<file path="config.mk">
export PLATFORM = sky130hd
export DESIGN_NAME = fir_mac_param
export DESIGN_NICKNAME = d
export VERILOG_FILES = /design/src/rtl/fir_mac_param.sv
export SDC_FILE = /design/constraint.sdc
export NUM_CORES = 1
export LEC_CHECK = 0
export ABC_AREA = 1
export ABC_CLOCK_PERIOD_IN_PS = 10900
export BUFFER_PORTS_ARGS = -buffer_cell sky130_fd_sc_hd__clkbuf_2
export CORE_ASPECT_RATIO = 0.6
export CORE_MARGIN = 2
export CORE_UTILIZATION = 45
export DETAILED_ROUTE_END_ITERATION = 12
export GPL_ROUTABILITY_DRIVEN = 0
export PLACE_DENSITY_LB_ADDON = 0.2
export SLEW_MARGIN = 15
export SYNTH_ARGS = -nofsm -noshare
export SYNTH_HDL_FRONTEND = slang
export SYNTH_SLANG_ARGS = --single-unit
</file>
<file path="constraint.sdc">
create_clock -name clk -period 10.9 [get_ports clk]
set_clock_uncertainty 0.05 [all_clocks]
set_input_delay 1.09 -clock clk [delete_from_list [all_inputs] [get_ports clk]]
set_output_delay 1.09 -clock clk [all_outputs]
set_load 0.02 [all_outputs]
</file>
<file path="src/rtl/fir_mac_param.sv">
// rtl/fir_mac_param.sv - parametrised time-multiplexed FIR MAC core with shadow/active coefficient banks
module fir_mac_param #(
  parameter int DATA_W    = 16,
  parameter int COEF_W    = 16,
  parameter int N_TAPS    = 8,
  parameter int OUT_SHIFT = 15,
  parameter int SATURATE  = 1
) (
  input  logic                              clk,
  input  logic                              rst_n,
  input  logic [DATA_W-1:0]                 i_data,
  input  logic                              i_valid,
  output logic                              o_ready,
  output logic [DATA_W-1:0]                 o_data,
  output logic                              o_valid,
  input  logic                              i_ready,
  input  logic                              coef_we,
  input  logic [$clog2(N_TAPS)-1:0]         coef_addr,
  input  logic [COEF_W-1:0]                 coef_wdata
);

  localparam int AW    = $clog2(N_TAPS);
  localparam int ACC_W = DATA_W + COEF_W + $clog2(N_TAPS);
  localparam int PW    = DATA_W + COEF_W;

  localparam logic [AW:0]   TAP_LIMIT = (AW+1)'(N_TAPS);
  localparam logic [AW-1:0] LAST_TAP  = AW'(N_TAPS - 1);

  // Output clamp bounds expressed at accumulator width so the comparison is exact
  localparam logic signed [ACC_W-1:0] SAT_MAX = {{(ACC_W-DATA_W+1){1'b0}}, {(DATA_W-1){1'b1}}};
  localparam logic signed [ACC_W-1:0] SAT_MIN = {{(ACC_W-DATA_W+1){1'b1}}, {(DATA_W-1){1'b0}}};

  typedef enum logic [1:0] {
    S_IDLE = 2'd0,
    S_MAC  = 2'd1,
    S_OUT  = 2'd2
  } state_t;

  state_t state;

  logic signed [DATA_W-1:0] x_dly        [N_TAPS];
  logic signed [COEF_W-1:0] c_shadow     [N_TAPS];
  logic signed [COEF_W-1:0] c_shadow_nxt [N_TAPS];
  logic signed [COEF_W-1:0] c_active     [N_TAPS];

  logic signed [ACC_W-1:0]  acc;
  logic signed [ACC_W-1:0]  acc_sum;
  logic signed [ACC_W-1:0]  acc_shr;
  logic signed [PW-1:0]     prod;
  logic [AW-1:0]            tap;
  logic [DATA_W-1:0]        data_fmt;
  logic                     accept;
  logic                     wr_ok;

  assign accept = (state == S_IDLE) && o_ready && i_valid;

  // Writes to tap indices beyond the filter length are dropped
  assign wr_ok = coef_we && ({1'b0, coef_addr} < TAP_LIMIT);

  // Next shadow bank: also the value loaded into the active bank on accept, so a
  // write landing in the accept cycle already applies to that sample
  always_comb begin
    for (int k = 0; k < N_TAPS; k++) begin
      c_shadow_nxt[k] = c_shadow[k];
    end
    if (wr_ok) begin
      c_shadow_nxt[coef_addr] = coef_wdata;
    end
  end

  // One full-precision product per cycle, sign-extended into the accumulator
  always_comb begin
    prod    = x_dly[tap] * c_active[tap];
    acc_sum = acc + {{(ACC_W-PW){prod[PW-1]}}, prod};
    acc_shr = acc_sum >>> OUT_SHIFT;
  end

  // Output scaling: clamp to the sample range or keep the low bits
  always_comb begin
    data_fmt = acc_shr[DATA_W-1:0];
    if (SATURATE != 0) begin
      if (acc_shr > SAT_MAX) begin
        data_fmt = SAT_MAX[DATA_W-1:0];
      end else if (acc_shr < SAT_MIN) begin
        data_fmt = SAT_MIN[DATA_W-1:0];
      end
    end
  end

  // Shadow bank tracks every write regardless of FSM state
  always_ff @(posedge clk or negedge rst_n) begin
    if (!rst_n) begin
      for (int k = 0; k < N_TAPS; k++) begin
        c_shadow[k] <= '0;
      end
    end else begin
      for (int k = 0; k < N_TAPS; k++) begin
        c_shadow[k] <= c_shadow_nxt[k];
      end
    end
  end

  // Delay line and active bank advance only when a sample is accepted
  always_ff @(posedge clk or negedge rst_n) begin
    if (!rst_n) begin
      for (int k = 0; k < N_TAPS; k++) begin
        x_dly[k]    <= '0;
        c_active[k] <= '0;
      end
    end else if (accept) begin
      x_dly[0] <= i_data;
      for (int k = 1; k < N_TAPS; k++) begin
        x_dly[k] <= x_dly[k-1];
      end
      for (int k = 0; k < N_TAPS; k++) begin
        c_active[k] <= c_shadow_nxt[k];
      end
    end
  end

  // Control FSM: accept a sample, run N_TAPS MAC cycles, hold result until taken
  always_ff @(posedge clk or negedge rst_n) begin
    if (!rst_n) begin
      state   <= S_IDLE;
      o_ready <= 1'b0;
      o_valid <= 1'b0;
      o_data  <= '0;
      acc     <= '0;
      tap     <= '0;
    end else begin
      case (state)
        S_IDLE: begin
          if (accept) begin
            acc     <= '0;
            tap     <= '0;
            o_ready <= 1'b0;
            state   <= S_MAC;
          end else begin
            o_ready <= 1'b1;
          end
        end
        S_MAC: begin
          acc <= acc_sum;
          tap <= tap + 1'b1;
          if (tap == LAST_TAP) begin
            o_valid <= 1'b1;
            o_data  <= data_fmt;
            state   <= S_OUT;
          end
        end
        S_OUT: begin
          if (i_ready) begin
            o_valid <= 1'b0;
            o_data  <= '0;
            o_ready <= 1'b1;
            state   <= S_IDLE;
          end
        end
        default: begin
          state   <= S_IDLE;
          o_ready <= 1'b0;
          o_valid <= 1'b0;
          o_data  <= '0;
        end
      endcase
    end
  end

endmodule

</file>
==> results_dict.tcl <==
set metrics [dict create \
    reg2reg_depth 43 \
    fmax_mhz 99.3 \
    status "complete, no violations" \
    worstSetupPathType "reg -> reg" \
    critPathMaxFanout 65 \
    synth_common_cells "nand2_1, inv_1, o21ai_0, dfrtp_1, fa_1" \
    slew_headroom_pct 31.1 \
    async_flop_share_pct 100 \
    cts_made_buffers 43 \
    grt_use_total_pct 24.3 \
    synth_cell_types 41 \
    holdCritStartpoint "c_active[121]" \
    rows 74 \
    synth_area_um2 30800 \
    dr_total_vias 24000 \
    worst_hold_path.endpoint "c_active[121]" \
    core_area_um2 67900 \
    fin_ws_ps 829 \
    hold_viol 0 \
    drt.antenna.violating_nets 0 \
    critPathCaptureType "flop" \
    synth_enable_flop_cells 0 \
    grt_antenna_before_repair 0 \
    cap_violations 0 \
    clock_latency_ps 600 \
    cp_slowest_cell "dfrtp_4" \
    port_buffers 57 \
    start_kind "flop" \
    timing.rr.start "tap[0]" \
    reg2reg_to "o_data[5]" \
    ys.flop_type "dfrtp_1" \
    ff2ff_setup_slack_ps 830 \
    fillers 6659 \
    h-tree-depth 2 \
    max-clock-path-buffers 3 \
    grt_max_degree 167 \
    wl_mm 81.6 \
    postSynthCellCount 3838 \
    synth_area_leaders "dfrtp_1, fa_1, nand2_1" \
    drive_gt1_share_pct 7.12 \
    yosys.area.top_type_share_pct 35.9 \
    tns_ps 0 \
    hold_path_class "reg -> reg" \
    grt_pass1_vias 23500 \
    finalMaxSlewViolations 0 \
    dr.pass1.iters 6 \
    die_area_um2 70600 \
    synth_nets 4260 \
    clk_pin_slew_ps 70 \
    synth_area_per_cell_um2 8.02 \
    grt_pass1_wl_mm 134 \
    grt_remaining_overflow 0 \
    cts_tree "done" \
    die_h_um 207 \
    antenna_cells 0 \
    worst_pin_slew_ps 1030 \
    io_pins 58 \
    ys_warn_count 0 \
    hpwlAfterDp_mm 59.2 \
    post_drt_wl_per_cell_um 17.0 \
    cts.sinks 442 \
    drt_iter0_markers 1922 \
    arrival_ps 10560 \
    synth_most_common_cell "nand2_1" \
    ys_seq_area_share_pct 35.9 \
    finalCritPeriodShare_pct 92.4 \
    finalSetupViolCount 0 \
    hold_depth 2 \
    register_area_um2 11100 \
    finalCriticalPeriod_ps 10070 \
    slowest_delay_ps 620 \
    synth-seq-cells 442 \
    rsz0062_at_grt "false" \
    root_buffer "clkbuf_16" \
    yosysTopAreaCell "dfrtp_1" \
    dp_slack_ps 579 \
    required_ps 11380 \
    initial_core_util_pct 45.4 \
    multi_input_comb_area_um2 16600 \
    die_w_um 342 \
    area_delta_synth_final_pct 9.52 \
    drc 0 \
    layout.nets 4276 \
    via_per_inst 5.00 \
]
==> critical path: cells and delay by family (launching register included) <==
kind | cells | cell delay [ps]
buf+inv | 10 | 1530
flops | 1 | 620
fa+ha+maj | 8 | 3560
xor+xnor | 1 | 170
compound gates | 8 | 2270
simple gates | 16 | 1790
==> flip-flops by register name (all words and copies together) (netlist names) <==
name      cells
o_data       16
state         2
o_valid       1
x_dly       128
c_active    128
o_ready       1
c_shadow    128
acc          35
tap           3
==> worst max-delay path by stage <==
stage                      start         end  slack [ps]  cells after the start
after floorplan           tap[0]  o_data[12]        2460                     45
after global placement    tap[0]   o_data[0]         750                     43
after detailed placement  tap[0]   o_data[2]         580                     43
after CTS                 tap[0]   o_data[2]         490                     43
after global routing      tap[0]   o_data[5]          90                     42
final                     tap[0]   o_data[5]         830                     43
==> layer usage <==
metal | wire length (um) | global-route usage [%] | vias to the layer above
li1 | - | - | 11800
met1 | 42800 | 40.0 | 11400
met2 | 30000 | 31.4 | 721
met3 | 8060 | 6.94 | 59
met4 | 797 | 3.30 | 0
met5 | 0 | 0 | -
==> timing repair <==
item                                    4_1_cts  5_1_grt
hold buffers                                  0        0
resized for setup                             0        4
setup buffers                                 0        2
endpoints found under the setup margin        0       18
==> metrics by stage <==
step | util, % | hold slack (ps) | cells | cell area (um^2)
floorplan | - | 394 | 3838 | 30800
global placement | 47.4 | 406 | 4719 | 32200
detailed placement | 47.4 | 410 | 4719 | 32200
CTS | 49.6 | 427 | 4798 | 33700
global route | 49.7 | 438 | 4800 | 33700
finish | 49.7 | 423 | 4800 | 33700
==> placed cells by master, fill, tap and decap left out, drive strengths merged, types with 29 or more instances in the layout <==
cell	count
nand3	38
a21oi	211
inv	660
buf	76
xnor2	29
nand2	1103
ha	119
dfrtp	442
clkbuf	111
o21ai	496
fa	263
nor2	239
==> logic make-up (layout without fill, tap and decap cells) <==
group | after synthesis | in the layout | synth area share (%)
buf+inv | 818 | 868 | 10.2
compound gates | 747 | 747 | 12.7
simple gates | 1397 | 1397 | 17.7
xor+xnor | 52 | 52 | 1.48
fa+ha+maj | 382 | 382 | 21.9
flops | 442 | 442 | 35.9
==> area by class of cell <==
type                            count  area share, %
Clock inverter                     24          0.865
Inverter                          657           7.36
Tap cell                          912           3.39
Multi-Input combinational cell   2578           49.3
Clock buffer                       55           3.60
Timing Repair Buffer              132           2.69
Sequential cell                   442           32.8
Power is not shown: default switching activity piles up to over one toggle a cycle in this logic, so the estimate is an artifact.
